File: config.mk
export PLATFORM = sky130hd
export DESIGN_NAME = vector_alu_engine
export DESIGN_NICKNAME = d
export VERILOG_FILES = /design/src/rtl/vector_alu_engine.sv
export SDC_FILE = /design/constraint.sdc
export NUM_CORES = 2
export LEC_CHECK = 0
export ABC_CLOCK_PERIOD_IN_PS = 9150
export CAP_MARGIN = 20
export CORE_UTILIZATION = 60
export DETAILED_ROUTE_END_ITERATION = 10
export PLACE_DENSITY = 0.77
export SLEW_MARGIN = 20
export SYNTH_ARGS = -nofsm -noshare
export SYNTH_HDL_FRONTEND = slang
export SYNTH_SLANG_ARGS = --single-unit
File: constraint.sdc
create_clock -name clk -period 9.15 [get_ports clk]
set_clock_uncertainty 0.15 [all_clocks]
set_input_delay 0.915 -clock clk [delete_from_list [all_inputs] [get_ports clk]]
set_output_delay 0.915 -clock clk [all_outputs]
set_load 0.02 [all_outputs]
File: src/rtl/vector_alu_engine.sv
// Memory-resident vector ALU: streams c[i] = op(a[i], b[i]) over an internal
// DEPTH-word memory at one element per cycle, with a host port used while idle.
module vector_alu_engine #(
  parameter int unsigned DATA_WIDTH = 16,
  parameter int unsigned ADDR_WIDTH = 6,
  parameter int unsigned CNT_WIDTH  = ADDR_WIDTH + 1
) (
  input  logic                  clk,
  input  logic                  rst_n,
  input  logic                  start,
  input  logic [1:0]            op,
  input  logic [ADDR_WIDTH-1:0] a_base,
  input  logic [ADDR_WIDTH-1:0] b_base,
  input  logic [ADDR_WIDTH-1:0] c_base,
  input  logic [CNT_WIDTH-1:0]  count,
  output logic                  idle,
  output logic                  done,
  output logic                  ovf,
  input  logic                  host_we,
  input  logic [ADDR_WIDTH-1:0] host_addr,
  input  logic [DATA_WIDTH-1:0] host_wdata,
  output logic [DATA_WIDTH-1:0] host_rdata
);

  localparam int unsigned DEPTH = 1 << ADDR_WIDTH;

  typedef enum logic [1:0] {
    S_IDLE = 2'd0,
    S_RUN  = 2'd1,
    S_DONE = 2'd2
  } state_e;

  localparam logic [1:0] OP_ADD  = 2'd0;
  localparam logic [1:0] OP_SUB  = 2'd1;
  localparam logic [1:0] OP_SADD = 2'd2;
  localparam logic [1:0] OP_ABSD = 2'd3;

  state_e                  state_q, state_d;
  logic [1:0]              op_q, op_d;
  logic [ADDR_WIDTH-1:0]   a_ptr_q, a_ptr_d;
  logic [ADDR_WIDTH-1:0]   b_ptr_q, b_ptr_d;
  logic [ADDR_WIDTH-1:0]   c_ptr_q, c_ptr_d;
  logic [CNT_WIDTH-1:0]    cnt_q, cnt_d;
  logic                    idle_q, idle_d;
  logic                    done_q, done_d;
  logic                    ovf_q, ovf_d;

  logic [DATA_WIDTH-1:0]   mem_q [DEPTH];

  logic                    mem_we_c;
  logic [ADDR_WIDTH-1:0]   mem_waddr_c;
  logic [DATA_WIDTH-1:0]   mem_wdata_c;
  logic [DATA_WIDTH-1:0]   a_val_c, b_val_c;
  logic [DATA_WIDTH:0]     sum_c, diff_c;
  logic [DATA_WIDTH-1:0]   res_c;
  logic                    wrap_c;

  assign a_val_c    = mem_q[a_ptr_q];
  assign b_val_c    = mem_q[b_ptr_q];
  assign host_rdata = mem_q[host_addr];

  // Element ALU; the extra MSB of sum/diff is the carry/borrow
  always_comb begin
    sum_c  = {1'b0, a_val_c} + {1'b0, b_val_c};
    diff_c = {1'b0, a_val_c} - {1'b0, b_val_c};
    res_c  = sum_c[DATA_WIDTH-1:0];
    wrap_c = 1'b0;
    case (op_q)
      OP_ADD: begin
        res_c  = sum_c[DATA_WIDTH-1:0];
        wrap_c = sum_c[DATA_WIDTH];
      end
      OP_SUB: begin
        res_c  = diff_c[DATA_WIDTH-1:0];
        wrap_c = diff_c[DATA_WIDTH];
      end
      OP_SADD: res_c = sum_c[DATA_WIDTH] ? '1 : sum_c[DATA_WIDTH-1:0];
      OP_ABSD: res_c = diff_c[DATA_WIDTH] ? (b_val_c - a_val_c) : diff_c[DATA_WIDTH-1:0];
      default: res_c = sum_c[DATA_WIDTH-1:0];
    endcase
  end

  // Next-state, job latching and the single memory write port
  always_comb begin
    state_d     = state_q;
    op_d        = op_q;
    a_ptr_d     = a_ptr_q;
    b_ptr_d     = b_ptr_q;
    c_ptr_d     = c_ptr_q;
    cnt_d       = cnt_q;
    ovf_d       = ovf_q;
    mem_we_c    = 1'b0;
    mem_waddr_c = host_addr;
    mem_wdata_c = host_wdata;

    case (state_q)
      S_IDLE: begin
        mem_we_c = host_we;
        if (start) begin
          op_d    = op;
          a_ptr_d = a_base;
          b_ptr_d = b_base;
          c_ptr_d = c_base;
          cnt_d   = count;
          ovf_d   = 1'b0;
          state_d = (count == '0) ? S_DONE : S_RUN;
        end
      end
      S_RUN: begin
        mem_we_c    = 1'b1;
        mem_waddr_c = c_ptr_q;
        mem_wdata_c = res_c;
        ovf_d       = ovf_q | wrap_c;
        a_ptr_d     = a_ptr_q + ADDR_WIDTH'(1);
        b_ptr_d     = b_ptr_q + ADDR_WIDTH'(1);
        c_ptr_d     = c_ptr_q + ADDR_WIDTH'(1);
        cnt_d       = cnt_q - CNT_WIDTH'(1);
        if (cnt_q == CNT_WIDTH'(1)) state_d = S_DONE;
      end
      S_DONE:  state_d = S_IDLE;
      default: state_d = S_IDLE;
    endcase

    idle_d = (state_d == S_IDLE);
    done_d = (state_d == S_DONE);
  end

  always_ff @(posedge clk or negedge rst_n) begin
    if (!rst_n) begin
      state_q <= S_IDLE;
      op_q    <= 2'd0;
      a_ptr_q <= '0;
      b_ptr_q <= '0;
      c_ptr_q <= '0;
      cnt_q   <= '0;
      idle_q  <= 1'b1;
      done_q  <= 1'b0;
      ovf_q   <= 1'b0;
    end else begin
      state_q <= state_d;
      op_q    <= op_d;
      a_ptr_q <= a_ptr_d;
      b_ptr_q <= b_ptr_d;
      c_ptr_q <= c_ptr_d;
      cnt_q   <= cnt_d;
      idle_q  <= idle_d;
      done_q  <= done_d;
      ovf_q   <= ovf_d;
    end
  end

  // Memory contents survive reset
  always_ff @(posedge clk) begin
    if (mem_we_c) mem_q[mem_waddr_c] <= mem_wdata_c;
  end

  assign idle = idle_q;
  assign done = done_q;
  assign ovf  = ovf_q;

endmodule

==> After elaboration in Yosys (flattened, before gate mapping) <==
Memory sizes are Yosys's and may differ from the RTL's.
Cells that the tools add are included.
Widths: inputs -> output; s select.
{ "op_classes": {"reduce_logical": 7, "muxes": 23, "eq_ne": 7, "bitwise_logic": 1, "n_addsub": 7} }
{ "op_table": {"columns": ["op", "n"], "rows": [
  ["$pmux 16 s4", 1],
  ["$mux 16", 3],
  ["$pmux 6 s2", 3],
  ["$mux 6", 4],
  ["$add 6x1->6 const B", 3],
  ["$add 16x16->17", 1],
  ["$sub 16x16->17", 1],
  ["$sub 16x16->16", 1],
  ["$pmux 7 s2", 1],
  ["$eq 7x1->1 const B", 1],
  ["$logic_not 7->1", 1],
  ["$mux 7", 1],
  ["$sub 7x1->7 const B", 1],
  ["$eq 2x2->1 const B", 3],
  ["$logic_not 2->1", 3],
  ["$mux 2", 3],
  ["$pmux 1 s2", 3],
  ["$eq 2x1->1 const B", 2],
  ["$pmux 2 s2", 1],
  ["$reduce_and 2->1", 2],
  ["$mux 1", 3],
  ["$ne 2x2->1 const B", 1],
  ["$reduce_bool 2->1", 1],
  ["$or 1x1->1", 1]
]} }
{ "word_totals": {"mem_count": 1, "ram_bits": 1024, "word_cells": 55, "out_inout_bits": 19, "regBits": 32} }
{ "mem_list": {"columns": ["name", "depth", "word_bits", "read_ports", "rd_ports_with_merged_regs", "write_ports", "line_no", "rtl"], "rows": [
  ["mem_q", 64, 16, 3, 0, 1, "48", "logic [DATA_WIDTH-1:0] mem_q [DEPTH];"]
]} }

==> Depth between registers and ports, before layout <==
{ "logic_depth": {"depth_word": 5, "ltp_mapped": 18} }

==> Least setup slack after synthesis <==
Ideal clock, no wire load.
{ "synth_path": {"path_type": "reg-to-reg", "startpoint": "register b_ptr_q[0]", "endpoint": "memory mem_q[0][1] (data pin)", "stages_incl_launch_ff": 17, "path_buffers": 3, "arrival_time_ns": 7.115, "required_time_ns": 8.298, "slack_ns": 1.183, "path_cell_list": "dfrtp_1 -> buf_2 -> buf_1 -> mux4_2 -> mux4_2 -> mux4_2 -> ha_1 -> fa_1 -> nor2b_1 -> o2111ai_1 -> and3_1 -> o21a_1 -> clkbuf_1 -> mux2_2 -> nand2_1 -> o21ai_0 -> o21ai_0"} }
{ "synth_between": {"elab_chain_cells": 5, "elab_cells_between_ends": 8, "cone_classes": "add/sub: 3; mux: 4; memory: 1"} }
{ "synth_lines": {"columns": ["element", "line_no", "rtl"], "rows": [
  ["from (decl)", "41", "logic [ADDR_WIDTH-1:0] b_ptr_q, b_ptr_d;"],
  ["from (signal assigned)", "143", "b_ptr_q <= b_ptr_d;"],
  ["$mem_v2 64x16 (*)", null, null],
  ["$sub 16x16->17 (tied with other cells)", "65", "diff_c = {1'b0, a_val_c} - {1'b0, b_val_c};"],
  ["$mux 16, on equally long branches", "78, 77", null],
  ["$pmux 16 s4 (*)", "68", "case (op_q)"],
  ["$mux 16 (*)", "96", "case (state_q)"],
  ["via mem_wdata_c[1]", "52", "logic [DATA_WIDTH-1:0] mem_wdata_c;"],
  ["to (decl)", "48", null]
]} }
The timed path passes the listed nets; every way through them passes the cells marked *.

==> Final worst setup path <==
{ "layout_path": {"startpoint": "register b_ptr_q[1]", "endpoint": "memory mem_q[36][10] (data pin)"} }
The elaborated chain is that of the path after synthesis.

==> results.cfg <==
[yosys]
synth_area_um2 = 59300
yosysSeqAreaShare_pct = 53.2
synthFlopType = edfxtp_1
synth_edf_count = 1024
yosys_warnings = 0
ys_types = 69
async_flop_share_pct = 3.03
synth-seq-cells = 1056
syn_avg_cell_area_um2 = 20.0
netlist_instances = 2969
syn_nets = 3078

[worst_hold_path]
hp-class = input pin to asynchronous set/reset pin

[floorplan]
start_util_pct = 60.9
rows = 114
die_w_um = 316
die_h_um = 316
coreArea_um2 = 97300
pin_count = 72
dieArea_um2 = 100000

[critical_path]
arrival_ps = 7970
reg2reg_depth = 14
critPathTopFamily = compound AO/OA/AOI/OAI gates
cp-end-kind = register
crit_required_ps = 9540
worstSetupStartpointType = register
path_cells = buf_4 > mux4_2 > mux4_2 > mux4_2 > inv_2 > ha_1 > nor3b_1 > nor3_1 > o2111ai_1 > a311oi_1 > o31ai_1 > inv_1 > a21oi_4 > buf_4
critical_path_buf_inv_count = 4
cp_common_cell = mux4_2
critical_path_class = register to register
crit_fanout = 37
max_stage_delay_ps = 1010
worst_path_max_delay_cell = a21oi_4
crit_cells = 14

[sta]
fmax_mhz = 132
layout_min_cycle_time_ps = 7580
relSlewSlack_pct = 19.9
tns_ps = 0
worstMarginPinSlew_ps = 1200
hold_viol = 0
setup_viol = 0
finalCritPeriodShare_pct = 82.9
rsz0062_at_grt = false
finalMaxSlewViolations = 0

[cts]
root_buffer = clkbuf_16
postCtsSetupBuffers = 0
cts.path.max_buffers = 3
clk_pin_slew_ps = 60
cts_tree = built
cts_resized = 0
clk_latency_ps = 740
h-tree-depth = 3
numCtsBuffers = 110
cts.sinks = 1056
postCtsHoldBufs = 0

[placed_design]
place.gp.congestion = 0.981
hpwlAfterDp_um = 115000
io_buffers = 71
dp.cells = 4111

[grt]
grt_max_degree = 126
antenna_found_initial = 8
grt_usage_pct = 39.3
grt_pass1_vias = 36300
overflow = 0
grt_pass1_wl_um = 269000

[status]
status = finished, final reports clean

[routing]
via_per_inst = 8.28
wl_per_cell_um = 44.1
drt_iter0_markers = 5912
wl_um = 191000
vias = 35800
drtAntennaViolNets = 0
drc = 0
drt-pass1-iter-count = 8

[layout]
final_cells = 4324
fin_nets = 3058
post_route_cells_drive_above_1_share_pct = 44.7
synthToLayoutAreaGrowth_pct = 10.4

[job]
cap_violations = 0
[layer usage]
layer  share of wire, %  routed length [µm]  track usage (%)
met1                 32               60500             51.4
met3                 15               27900             12.4
met4                8.3               15700             27.4
met2                 45               86400             57.0
met5                  0                   0                0
[stage by stage]
step           hold slack (ps)  instance area [µm²]  utilization [%]  setup slack (ps)
2_1_floorplan              326                59300                -              1180
3_3_place_gp               329                61800             63.5              1900
3_5_place_dp               344                61800             63.5              1690
4_1_cts                    150                65300             67.2              1680
5_1_grt                    185                65400             67.2              1260
6_report                   138                65400             67.3              1570
[layout make-up]
| type | count | area, µm² |
|---|---|---|
| antenna | 9 | 22.5 |
| clock buffer | 134 | 2860 |
| clock inverter | 68 | 683 |
| fill | 6048 | 31900 |
| inverter | 53 | 199 |
| multi-input combinational | 1593 | 27000 |
| sequential | 1056 | 31600 |
| tap | 1276 | 1600 |
| timing repair buffer | 135 | 1490 |
[cells in the final DEF, fill, tap and decap left out, drive strengths merged, types with 13 or more instances in the layout]
| master | synthesis | routed |
|---|---|---|
| ha | 53 | 53 |
| clkdlybuf4s50 | 0 | 65 |
| nor2 | 125 | 125 |
| dfrtp | 31 | 31 |
| buf | 129 | 70 |
| mux4 | 1008 | 1008 |
| xnor2 | 14 | 14 |
| nand2 | 69 | 69 |
| nor2b | 13 | 13 |
| o21ai | 44 | 44 |
| a21oi | 66 | 66 |
| clkinv | 1 | 48 |
| nand3 | 21 | 21 |
| nor3 | 20 | 20 |
| clkbuf | 138 | 134 |
| edfxtp | 1024 | 1024 |
| inv | 52 | 55 |
[logic make-up after synthesis]
family                   Yosys count  share of synthesized area, %
adder cells (fa/ha/maj)           56                          1.22
AO/OA/AOI/OAI                    209                          2.27
XOR/XNOR                          16                         0.236
flip-flops                      1056                          53.2
buffers and inverters            320                          2.39
multiplexers                    1012                          38.4
AND/OR/NAND/NOR                  300                          2.30
[Yosys cell counts, types with 4 or more instances]
cell       number  area share (%)
inv_1          30            0.19
ha_1           53             1.1
o22ai_1         6           0.063
o31ai_1         7           0.089
mux4_2       1008              38
o211ai_1        7           0.089
nor3_1         20            0.17
buf_1          41            0.26
or3_1           9           0.095
a21o_1          6           0.076
nor2b_1        13            0.14
and3_1          7           0.074
o21ai_0        41            0.35
buf_6           6            0.11
buf_2          54            0.46
nand4_1         6           0.063
o21a_1          8            0.10
nand3b_1        9            0.11
a211oi_1        9            0.11
o2111ai_1       4           0.059
nand3_1        21            0.18
buf_4          28            0.35
xnor2_1        14            0.21
inv_2          22            0.14
nand2b_1        7           0.074
dfrtp_1        31             1.3
nand2_1        69            0.44
a31oi_1        12            0.13
o221a_2         4           0.076
edfxtp_1     1024              52
nor2_1        125            0.79
clkbuf_1      138            0.87
a21oi_1        66            0.56
[path summary, 6_finish.rpt]
check / start / to / slack (ps)
max in group asynchronous: rst_n / b_ptr_q[2] / 8090
min in group clk: ovf / ovf / 350
max reg2reg: b_ptr_q[1] / mem_q[36][10] / 1570
min: rst_n / op_q[0] / 140
max: b_ptr_q[1] / mem_q[36][10] / 1570
min reg2reg: ovf / ovf / 350
[registers in the layout, summed over array words and instances, names as in the netlist]
name     count
idle         1
ovf          1
state_q      2
done         1
mem_q     1024
b_ptr_q      6
cnt_q        7
op_q         2
a_ptr_q      6
c_ptr_q      6
Power is left out: the tool's default activity adds up to more than one toggle a clock period on the data nets, which glitch-free logic cannot reach.
